===== config.mk =====
export PLATFORM = sky130hd
export DESIGN_NAME = serial_add_arbiter
export DESIGN_NICKNAME = d
export VERILOG_FILES = /design/src/rtl/serial_add_arbiter.sv
export SDC_FILE = /design/constraint.sdc
export NUM_CORES = 1
export LEC_CHECK = 0
export BUFFER_PORTS_ARGS = -buffer_cell sky130_fd_sc_hd__buf_2
export CAP_MARGIN = 20
export CORE_MARGIN = 2
export CORE_UTILIZATION = 35
export CTS_BUF_LIST = sky130_fd_sc_hd__clkbuf_8
export CTS_CLUSTER_SIZE = 24
export DETAILED_ROUTE_END_ITERATION = 10
export SKIP_CTS_REPAIR_TIMING = 1
export SLEW_MARGIN = 20
export SYNTH_ARGS = -nofsm -noshare
export SYNTH_HDL_FRONTEND = slang
export SYNTH_SLANG_ARGS = --single-unit

===== constraint.sdc =====
create_clock -name clk -period 3.02 [get_ports clk]
set_input_delay 0.151 -clock clk [delete_from_list [all_inputs] [get_ports clk]]
set_output_delay 0.151 -clock clk [all_outputs]
set_load 0.01 [all_outputs]

===== src/rtl/serial_add_arbiter.sv =====
// Two-requester adder sharing one 1-bit full adder; operands are summed LSB first.
// Requests are granted round-robin, and the result is held until the consumer takes it.
module serial_add_arbiter #(
    parameter int WIDTH = 8
) (
    input  logic             clk,
    input  logic             rst,
    input  logic             req0_valid,
    input  logic [WIDTH-1:0] req0_a,
    input  logic [WIDTH-1:0] req0_b,
    input  logic             req0_cin,
    output logic             req0_ready,
    input  logic             req1_valid,
    input  logic [WIDTH-1:0] req1_a,
    input  logic [WIDTH-1:0] req1_b,
    input  logic             req1_cin,
    output logic             req1_ready,
    output logic             rsp_valid,
    input  logic             rsp_ready,
    output logic [WIDTH-1:0] rsp_sum,
    output logic             rsp_cout,
    output logic             rsp_id,
    output logic             busy
);

    localparam int CW = $clog2(WIDTH);

    typedef enum logic [1:0] {IDLE, ADD, DONE} state_t;

    state_t           state;
    logic             ptr;      // index of the requester served last
    logic [WIDTH-1:0] a_q;
    logic [WIDTH-1:0] b_q;
    logic [WIDTH-1:0] sum_q;
    logic             carry;
    logic [CW-1:0]    cnt;
    logic             id_q;
    logic             grant0;
    logic             grant1;
    logic             s_bit;
    logic             c_next;
    logic [WIDTH-1:0] sum_next;

    function automatic logic fa_sum(input logic a, input logic b, input logic c);
        return a ^ b ^ c;
    endfunction

    function automatic logic fa_carry(input logic a, input logic b, input logic c);
        return (a & b) | (b & c) | (c & a);
    endfunction

    // On contention the requester not served last wins.
    assign grant0 = req0_valid && (!req1_valid || ptr);
    assign grant1 = req1_valid && !grant0;

    assign req0_ready = !rst && (state == IDLE) && grant0;
    assign req1_ready = !rst && (state == IDLE) && grant1;

    assign s_bit    = fa_sum(a_q[0], b_q[0], carry);
    assign c_next   = fa_carry(a_q[0], b_q[0], carry);
    assign sum_next = (sum_q >> 1) | (WIDTH'(s_bit) << (WIDTH - 1));

    always_ff @(posedge clk) begin
        if (rst) begin
            state     <= IDLE;
            ptr       <= 1'b1;
            carry     <= 1'b0;
            cnt       <= '0;
            id_q      <= 1'b0;
            busy      <= 1'b0;
            rsp_valid <= 1'b0;
            rsp_sum   <= '0;
            rsp_cout  <= 1'b0;
            rsp_id    <= 1'b0;
        end else begin
            case (state)
                IDLE: begin
                    if (grant0 || grant1) begin
                        a_q   <= grant1 ? req1_a   : req0_a;
                        b_q   <= grant1 ? req1_b   : req0_b;
                        carry <= grant1 ? req1_cin : req0_cin;
                        id_q  <= grant1;
                        ptr   <= grant1;
                        cnt   <= CW'(WIDTH - 1);
                        sum_q <= '0;
                        busy  <= 1'b1;
                        state <= ADD;
                    end
                end
                ADD: begin
                    a_q   <= a_q >> 1;
                    b_q   <= b_q >> 1;
                    sum_q <= sum_next;
                    carry <= c_next;
                    cnt   <= cnt - 1'b1;
                    // Response registers persist past the DONE handshake.
                    if (cnt == '0) begin
                        rsp_sum   <= sum_next;
                        rsp_cout  <= c_next;
                        rsp_id    <= id_q;
                        rsp_valid <= 1'b1;
                        state     <= DONE;
                    end
                end
                DONE: begin
                    if (rsp_ready) begin
                        rsp_valid <= 1'b0;
                        busy      <= 1'b0;
                        state     <= IDLE;
                    end
                end
                default: begin
                    rsp_valid <= 1'b0;
                    busy      <= 1'b0;
                    state     <= IDLE;
                end
            endcase
        end
    end

endmodule


**Word-level counts from Yosys, hierarchy flattened**

Cells that the tools add are included.

- Register bits after elaboration: 44
- Input bits: 39
- Output and inout port bits: 14
- Logic and storage cells: 72

- Add/subtract/negate cells: 1
- Equality and inequality tests: 5
- Multiplexer cells: 22
- Bitwise operators: 11
- Reductions and logical operators: 20

Operator list:

| kind | count |
|---|---|
| $pmux 8 s2 | 3 |
| $mux 8 | 5 |
| $reduce_and 3->1 | 4 |
| $or 7x8->8 | 1 |
| $mux 2 | 3 |
| $pmux 1 s3 | 2 |
| $pmux 2 s3 | 1 |
| $pmux 3 s2 | 1 |
| $reduce_and 2->1 | 3 |
| $logic_and 1x1->1 | 5 |
| $mux 1 | 5 |
| $ne 2x2->1 const B | 2 |
| $and 1x1->1 | 3 |
| $logic_not 1->1 | 3 |
| $logic_not 3->1 | 1 |
| $mux 3 | 1 |
| $not 1->1 | 3 |
| $sub 3x1->3 const B | 1 |
| $eq 2x1->1 const B | 1 |
| $eq 2x2->1 const B | 1 |
| $logic_not 2->1 | 1 |
| $logic_or 1x1->1 | 2 |
| $ne 2x1->1 const B | 1 |
| $or 1x1->1 | 2 |
| 3 further kinds | 4 |

**Longest topological paths before layout**

Gate-level depths: netlist of run 1.

- Word-level depth: 8
- Gate-level depth with buffers: 6
- Gate-level depth less buffers: 5

**Least setup slack after synthesis of run 1**

Ideal clock, no wire load.

- Kind: flip-flop to flip-flop
- From: reg state[0]
- To: reg a_q[0] (enable)
- Setup time: 0.403 ns
- Arrival time: 1.750 ns
- Data required time: 2.617 ns
- Setup slack: 0.867 ns
- Stages on the path, launching flop included: 5
- Path buffers: 1
- Period minus slack after synthesis: 2.153 ns
- Path through: dfxtp_1 buf_2 nor3_1 or2_1 nor2_1

- Longest elaborated chain between the ends: 3
- Elaborated cells between the ends (all ways): 5
- Those cells by class: eq/ne: 2; reduce/logical: 3

Ends and longest elaborated chain:

| what | line | RTL |
|---|---|---|
| start, declared | 30 | `state_t state;` |
| start signal, assigned | 65 | `state <= IDLE;` |
| start signal, assigned | 87 | `state <= ADD;` |
| start signal, assigned | 102 | `state <= DONE;` |
| $eq 2x1->1 or $logic_not 2->1 (tied branches) | 76 | `case (state)` |
| $reduce_bool 2->1 (no source line) or $ne 2x1->1 (tied branches) | -- |  |
| $reduce_and 3->1 (no source line) * | -- |  |
| end signal, assigned | 79 | `a_q <= grant1 ? req1_a : req0_a;` |
| end signal, assigned | 91 | `a_q <= a_q >> 1;` |
| end, declared | 32 | `logic [WIDTH-1:0] a_q;` |

Every way passes the cells marked *; elsewhere a longest branch is shown, timed or not.
A chain may end at the register's enable or synchronous reset.

**Worst setup path after layout of run 1**

- From: reg state[0]
- To: reg sum_q[5] (enable)

- Longest elaborated chain between the ends: 3
- Elaborated cells between the ends (all ways): 5
- Those cells by class: eq/ne: 2; reduce/logical: 3

Ends and longest elaborated chain:

| what | line | RTL |
|---|---|---|
| $eq 2x1->1 or $logic_not 2->1 (tied branches) | 76 |  |
| $reduce_bool 2->1 (no source line) or $ne 2x1->1 (tied branches) | -- |  |
| $reduce_and 3->1 (no source line) * | -- |  |
| end signal, assigned | 93 | `sum_q <= sum_next;` |
| end, declared | 34 | `logic [WIDTH-1:0] sum_q;` |

Marked as above.

==> results of run 1 <==
==> worst max-delay path by stage <==
stage | start | to | slack [ns]
after global placement | state[0] | a_q[7] | 1.46
after floorplan | state[0] | a_q[0] | 0.87
after detailed placement | state[0] | a_q[7] | 1.41
after CTS | state[0] | sum_q[7] | 1.40
final | state[0] | sum_q[5] | 1.41
after global routing | state[0] | b_q[2] | 1.30
==> cells in the mapped netlist, drive strengths merged, types with 2 or more instances <==
cell,number
dfxtp,20
a21boi,2
ha,2
buf,9
nor2,8
a221oi,3
inv,4
o21a,2
nand2,37
or3,2
and2,8
a21oi,14
or2,2
edfxtp,23
clkbuf,3
mux2i,17
o21ai,17
==> flip-flops by register name (all words and copies together), names as in the netlist <==
register / flops
a_q: 8
b_q: 8
rsp_sum: 8
sum_q: 7
cnt: 3
state: 2
busy: 1
carry: 1
id_q: 1
ptr: 1
rsp_cout: 1
rsp_id: 1
rsp_valid: 1
==> kinds of logic (layout without fill, tap and decap cells) <==
| logic type | count (synthesis) | after routing | synth area share |
|---|---|---|---|
| AOI/OAI and AO/OA | 41 | 41 | 0.122 |
| adders and majority gates | 3 | 3 | 0.0230 |
| buffers and inverters | 16 | 67 | 0.0461 |
| DFF | 43 | 43 | 0.558 |
| muxes | 17 | 17 | 0.0871 |
| and+or+nand+nor | 66 | 66 | 0.163 |
==> metal layers <==
layer,vias up,routed length (um),global-route usage
li1,747,-,-
met1,646,1900,0.184
met2,50,1430,0.177
met3,7,220,0.0318
met4,0,70,0.0596
met5,-,0,0
==> power breakdown <==
group          switching [mW]  internal (mW)  leakage (nW)  total [mW]
sequential             0.0317          0.691         0.390       0.722
combinational           0.124         0.0998         0.522       0.224
clock                   0.183          0.154        0.0519       0.337
==> worst max-delay path, stage by stage, from the launching register on <==
cell and delay (ns):
dfxtp_1 0.50, nor3_1 0.13, or2_1 0.27, nor2_2 0.09
buf_4 0.29
==> stage by stage <==
step / instances / cell area [um^2] / utilization / power (mW)
2_1_floorplan: 186 / 1950 / - / 0.890
3_3_place_gp: 301 / 2250 / 0.415 / 0.957
3_5_place_dp: 301 / 2250 / 0.415 / 0.961
4_1_cts: 309 / 2330 / 0.429 / 1.30
5_1_grt: 309 / 2330 / 0.429 / 1.36
6_report: 309 / 2330 / 0.429 / 1.28
==> area by class of cell <==
cell class | instances | area [um^2]
fill | 563 | 3100
sequential | 43 | 1090
multi-input combinational | 127 | 776
timing repair buffer | 55 | 283
tap | 72 | 90.1
clock buffer | 5 | 68.8
inverter | 4 | 15.0
clock inverter | 3 | 11.3
==> results.py, run 1 <==
metrics = {
    "flow_run": {
        "cap_violations": 0,
    },
    "worst_setup_path": {
        "reg2reg_slack_ns": 1.41,
        "r2r_start": "state[0]",
        "reg2reg_to": "sum_q[5]",
        "crit_arrival_ns": 1.59,
        "critPathCaptureType": "flop",
        "criticalPathCategory": "reg2reg",
        "rr_worst_depth": 4,
        "worstPathMaxFanout": 23,
        "worst_setup_path_start_kind": "flop",
        "required_ns": 2.99,
    },
    "routing": {
        "drc": 0,
        "firstDrtPassIters": 4,
        "ant_nets": 0,
        "vias": 1450,
        "wl_per_cell_um": 11.7,
        "viasPerCell": 4.69,
        "wl_um": 3630,
        "drtIter0Drc": 101,
    },
    "sta": {
        "rsz0062_at_grt": "false",
        "worst_slack_ns": 1.41,
        "setup_viol": 0,
        "maxSlewViolCount": 0,
        "holdWs_ns": 0.162,
        "fin_crit_ns": 1.61,
        "fmax_mhz": 619,
        "slew_headroom": 0.711,
        "finalHoldViolCount": 0,
        "setup_tns_ns": 0,
        "skew_ns": 0.00475,
        "period_share": 0.535,
        "worstMarginPinSlew_ns": 0.433,
    },
    "synth": {
        "synthArstFlopShare": 0,
        "synth_edf_count": 23,
        "syn-cell-area_um2": 1950,
        "ys_warn_count": 0,
        "synth.area.top_cells": "edfxtp_1, dfxtp_1, mux2i_1",
        "syn-instance-count": 186,
        "synth_area_leader_cell": "edfxtp_1",
        "seq_area_frac_synth": 0.558,
        "synth_top_area_frac": 0.353,
        "synthesis.nets": 228,
        "ys_seq_elements": 43,
        "synth_cell_type_count": 34,
        "avgSynthCellArea_um2": 10.5,
        "ys.flop_type": "edfxtp_1",
    },
    "global_route": {
        "grt_pass1_wl_um": 6180,
        "grt_max_degree": 40,
        "grt_pass1_vias": 1337,
        "antenna_found_initial": 0,
        "grt_usage": 0.127,
        "grt_remaining_overflow": 0,
    },
    "cells_and_area": {
        "final_nets": 278,
        "syn_to_final_growth_pct": 19.5,
        "drive_gt1_frac": 0.270,
        "final_common_cell": "buf_2",
        "n_antenna_cell": 0,
        "final_cell_mix": "buf_2, nand2_1, edfxtp_1",
    },
    "pwr": {
        "ir_drop_uv": 192,
        "power_density_nw_per_um2": 549,
        "leakagePower_nw": 0.964,
    },
    "worst_hold_path": {
        "whs_endpoint": "carry",
        "hold_depth": 3,
        "min-delay-start": "req1_cin",
        "holdCritPathClass": "in2reg",
    },
    "floorplanning": {
        "fp-row-count": 27,
        "start_util": 0.359,
        "coreArea_um2": 5440,
        "fp.dieH_um": 78.7,
        "die_area_um2": 6200,
        "ios": 53,
        "die_w_um": 78.7,
    },
    "clock_network": {
        "cts_made_buffers": 5,
        "clock_path_buffers": 2,
        "cts_tree": "built",
        "clock-root-buffer": "clkbuf_8",
        "cts.clk_slew.worst_paths_ns": 0.07,
        "cts-htree-levels": 2,
        "cts.sinks": 43,
        "insertion_delay_ns": 0.29,
    },
    "placed_design": {
        "portBuffers": 52,
        "place.gp.congestion": 0.771,
        "dp_slack_ns": 1.41,
        "hpwl_um": 2560,
    },
    "outcome": {
        "outcome": "complete, no violations",
    },
}
Power figures use the tool's default switching activity.
==> inputs of run 2 (changes only) <==
Clock period 3.02 ns to 1.4 ns, I/O delays scaled along.
==> run 2 against run 1 <==
Effect of this change:
- clock skew increased by 0.0020 ns
- register-to-register slack got worse by 1.4 ns
- flip-flop and latch count unchanged
- the flow now finishes with violations (setup timing)
- non-clock buffer count increased by 6
- final area increased by 5.7%
- critical path depth unchanged
- hold slack got worse by 0.068 ns
==> results.py, run 2 (synthesis gave the netlist of run 1 again) <==
metrics = {
    "worst_setup_path": {
        "cp_cell_sequence": "buf_6 > or2_4 > nor4b_2 > buf_2",
        "crit_arrival_ns": 1.37,
        "required_ns": 1.33,
        "critPathCaptureType": "primary output",
        "criticalPathCategory": "reg2out",
        "cp_slowest_stage_delay_ns": 0.35,
        "slowest_stage": "dfxtp_4",
        "worst_setup_path_start_kind": "flop",
        "rr_worst_depth": 5,
        "worstPathMaxFanout": 3,
    },
    "floorplanning": {
        "fp.dieH_um": 78.7,
        "coreArea_um2": 5440,
        "die_w_um": 78.7,
        "die_area_um2": 6200,
        "fp-row-count": 27,
        "start_util": 0.359,
        "ios": 53,
    },
    "sta": {
        "slew_headroom": 0.693,
        "maxSlewViolCount": 0,
        "fin_crit_ns": 1.44,
        "period_share": 1.03,
        "fmax_mhz": 695,
        "setup_viol": 1,
        "worstMarginPinSlew_ns": 0.460,
        "worst_slack_ns": -0.0387,
        "finalHoldViolCount": 0,
        "skew_ns": 0.00679,
        "rsz0062_at_grt": "true",
    },
    "global_route": {
        "antenna_found_initial": 0,
        "grt_pass1_vias": 1334,
        "grt_pass1_wl_um": 6070,
        "grt_remaining_overflow": 0,
        "grt_usage": 0.121,
        "grt_max_degree": 31,
    },
    "cells_and_area": {
        "n_antenna_cell": 0,
        "final_nets": 284,
        "final_common_cell": "buf_2",
        "top_regs": "a_q x8, b_q x8, rsp_sum x8",
        "final_cell_mix": "buf_2, nand2_1, edfxtp_1",
        "final_cell_area_um2": 2470,
        "instances_no_fill": 315,
        "syn_to_final_growth_pct": 26.3,
        "drive_gt1_frac": 0.325,
    },
    "clock_network": {
        "cts-htree-levels": 2,
        "clock-root-buffer": "clkbuf_8",
        "cts_tree": "built",
        "cts_made_buffers": 5,
        "clock_path_buffers": 2,
        "cts.clk_slew.worst_paths_ns": 0.08,
        "cts.sinks": 43,
        "insertion_delay_ns": 0.29,
    },
    "pwr": {
        "power_density_nw_per_um2": 1170,
        "leakagePower_nw": 1.01,
        "ir_drop_uv": 535,
    },
    "routing": {
        "vias": 1441,
        "wl_per_cell_um": 11.7,
        "wl_um": 3680,
        "viasPerCell": 4.57,
        "drc": 0,
        "drtIter0Drc": 71,
        "ant_nets": 0,
        "firstDrtPassIters": 4,
    },
    "placed_design": {
        "place.gp.congestion": 0.726,
        "hpwl_um": 2600,
        "portBuffers": 52,
        "placed_cell_area_um2": 2330,
        "dpl.cell_count": 304,
    },
    "worst_hold_path": {
        "holdCritPathClass": "in2reg",
        "hold_depth": 3,
    },
    "outcome": {
        "outcome": "complete, but fails checks",
        "violations": "setup timing",
    },
    "flow_run": {
        "cap_violations": 0,
    },
}
[run 2: final timing paths]
check / startpoint / endpoint / slack, ns
worst max-delay path: state[0] / req0_ready / -0.04
worst min-delay path: req0_cin / carry / 0.09
worst max register to register: state[0] / a_q[0] / 0
worst min register to register: busy / busy / 0.45
[run 2: critical path, delay by kind of cell, from the launching register on]
family / cells / cell delay (ns)
buffers and inverters: 2 / 0.28
DFF: 1 / 0.35
and+or+nand+nor: 2 / 0.45
[run 2: area by class of cell]
type                       instances  area (um^2)
clock buffer                       5         68.8
clock inverter                     3         12.5
fill                             529         2970
inverter                           4         15.0
multi-input combinational        127          817
sequential                        43         1100
tap                               72         90.1
timing repair buffer              61          369
[run 2: metal layers]
| layer | track usage | vias to the layer above | share of wire |
|---|---|---|---|
| met5 | 0 | - | 0 |
| met4 | 0.0246 | 0 | 0.0022 |
| met3 | 0.0398 | 2 | 0.062 |
| met2 | 0.179 | 45 | 0.42 |
| met1 | 0.173 | 635 | 0.51 |
| li1 | - | 759 | - |
[run 2: where the power goes]
group | switching (mW) | internal (mW)
combinational | 0.300 | 0.283
sequential | 0.0598 | 1.49
clock | 0.408 | 0.336
total | 0.767 | 2.11
[run 2: metrics by stage]
| step | power (mW) | TNS (ns) | setup slack (ns) | hold slack [ns] | util |
|---|---|---|---|---|---|
| 3_3_place_gp | 2.12 | 0 | 0.0164 | 0.383 | 0.429 |
| 5_1_grt | 3.03 | -0.731 | -0.0670 | 0.0944 | 0.454 |
| 6_report | 2.88 | -0.0387 | -0.0387 | 0.0941 | 0.454 |
| 4_1_cts | 2.87 | -0.261 | -0.113 | 0.0889 | 0.444 |
| 3_5_place_dp | 2.13 | -0.00907 | -0.00536 | 0.390 | 0.429 |
| 2_1_floorplan | 1.93 | -2.07 | -0.0901 | 0.191 | - |
==> inputs of run 3 (changes only) <==
Settings changed: CORE_UTILIZATION 35 to 45, PLACE_DENSITY from default to 0.73.
==> run 3 against run 2 <==
Effect of this change:
- the flow still finishes with violations (setup timing)
- hold slack worse by 0.013 ns
- sequential power about the same
- cell count down 5.1%
- via count up 4.2%
- routed wire length is 1.2% higher
- final area is 4.0% higher
- count of clock-buffer cells in the layout unchanged
- setup slack better by 0.013 ns
- clock power grew 49%
- flip-flop and latch count is the same
- critical path depth unchanged
- critical path type unchanged
==> results.py, run 3 (synthesis gave the netlist of run 1 again) <==
metrics = {
    "floorplanning": {
        "die_w_um": 69.9,
        "die_area_um2": 4890,
        "fp.dieH_um": 69.9,
        "fp-row-count": 23,
        "start_util": 0.478,
        "coreArea_um2": 4090,
        "ios": 53,
    },
    "clock_network": {
        "cts-htree-levels": 2,
        "clock-root-buffer": "clkbuf_8",
        "clock_path_buffers": 2,
        "cts.sinks": 43,
        "cts.clk_slew.worst_paths_ns": 0.08,
        "insertion_delay_ns": 0.29,
        "cts_made_buffers": 5,
        "cts_tree": "built",
    },
    "cells_and_area": {
        "final_cell_mix": "buf_2, nand2_1, edfxtp_1",
        "final_common_cell": "buf_2",
        "instances_no_fill": 299,
        "syn_to_final_growth_pct": 31.3,
        "n_antenna_cell": 0,
        "final_nets": 290,
        "drive_gt1_frac": 0.345,
        "final_cell_area_um2": 2570,
        "top_regs": "a_q x8, b_q x8, rsp_sum x8",
    },
    "sta": {
        "period_share": 1.02,
        "slew_headroom": 0.697,
        "finalHoldViolCount": 0,
        "fmax_mhz": 701,
        "skew_ns": 0.00525,
        "fin_crit_ns": 1.43,
        "rsz0062_at_grt": "true",
        "worst_slack_ns": -0.0255,
        "worstMarginPinSlew_ns": 0.454,
        "setup_viol": 1,
        "maxSlewViolCount": 0,
    },
    "worst_setup_path": {
        "critPathTopFamily": "simple AND/OR/NAND/NOR gates",
        "criticalPathCategory": "reg2out",
        "worst_setup_path_start_kind": "flop",
        "cp_slowest_stage_delay_ns": 0.35,
        "critPathCaptureType": "primary output",
        "worstPathMaxFanout": 4,
        "worst-path-buf-inv": 2,
        "slowest_stage": "dfxtp_4",
        "crit_arrival_ns": 1.36,
        "cp_cell_sequence": "buf_6 > or2_4 > nor4b_2 > buf_2",
        "required_ns": 1.33,
    },
    "placed_design": {
        "place.gp.congestion": 0.736,
        "portBuffers": 52,
        "placed_cell_area_um2": 2310,
        "dpl.cell_count": 282,
        "hpwl_um": 2600,
    },
    "global_route": {
        "grt_max_degree": 30,
        "grt_remaining_overflow": 0,
        "antenna_found_initial": 0,
        "grt_pass1_vias": 1329,
        "grt_usage": 0.162,
        "grt_pass1_wl_um": 6190,
    },
    "pwr": {
        "leakagePower_nw": 1.08,
        "ir_drop_uv": 732,
        "power_density_nw_per_um2": 1280,
    },
    "routing": {
        "wirelength_met1_um": 1740,
        "wl_per_cell_um": 12.4,
        "vias": 1502,
        "firstDrtPassIters": 4,
        "wl_um": 3720,
        "dr_wl_met2_um": 1720,
        "drc": 0,
        "ant_nets": 0,
        "highest_layer": "met4",
        "viasPerCell": 5.02,
        "dr_wl_met3_um": 206,
        "drtIter0Drc": 73,
    },
    "outcome": {
        "violations": "setup timing",
        "outcome": "complete, but fails checks",
    },
    "worst_hold_path": {
        "holdCritPathClass": "in2reg",
    },
    "flow_run": {
        "cap_violations": 0,
    },
}
==> run 3: changes by cell type in the layout (fill, tap and decap cells not counted) <==
cell,delta
a221oi_1,-1
a221oi_2,+1
buf_12,+2
buf_4,+4
bufinv_16,+2
clkinv_1,-1
clkinv_2,-1
fa_1,+1
fa_2,-1
==> run 3: per-stage QoR <==
stage                     setup WS, ns  hold WS, ns  TNS (ns)   util  power, mW
after floorplan                -0.0901        0.191     -2.07      -       1.93
after global placement          0.0349        0.371         0  0.565       2.11
after detailed placement        0.0170        0.386         0  0.565       2.13
after CTS                       -0.128       0.0736    -0.223  0.597       3.24
after global routing           -0.0828        0.101    -0.426  0.628       3.44
final                          -0.0255       0.0809   -0.0255  0.628       3.28
==> run 3: worst paths after layout <==
check | slack (ns) | cells past startpoint | endpoint | start
setup reg to reg | 0.02 | 5 | sum_q[3] | state[0]
hold / removal | 0.08 | 3 | b_q[7] | req0_b[7]
hold reg to reg | 0.45 | 2 | rsp_sum[5] | rsp_sum[5]
setup / recovery | -0.03 | 4 | req0_ready | state[0]
==> run 3: worst register-to-register path: cells and delay by family, from the launching register on <==
| kind | cells | cell delay (ns) |
|---|---|---|
| buffers and inverters | 2 | 0.30 |
| DFF | 1 | 0.35 |
| and+or+nand+nor | 3 | 0.42 |
==> run 3: report_power, final <==
part | leakage [nW] | total [mW] | switching [mW] | internal, mW
clock | 0.0695 | 1.11 | 0.406 | 0.705
sequential | 0.391 | 1.55 | 0.0596 | 1.49
combinational | 0.615 | 0.618 | 0.309 | 0.310
total | 1.08 | 3.28 | 0.774 | 2.51
==> run 3: cell type report <==
| class | count | area (um^2) |
|---|---|---|
| timing repair buffer | 67 | 439 |
| clock inverter | 3 | 63.8 |
| clock buffer | 5 | 68.8 |
| sequential | 43 | 1100 |
| tap | 50 | 62.6 |
| multi-input combinational | 127 | 821 |
| fill | 342 | 1520 |
| inverter | 4 | 15.0 |
==> run 3: per-layer routing <==
metal  vias up  track usage
met5         -            0
met4         0       0.0577
met3         6       0.0548
met2        44        0.243
met1       681        0.218
li1        771            -
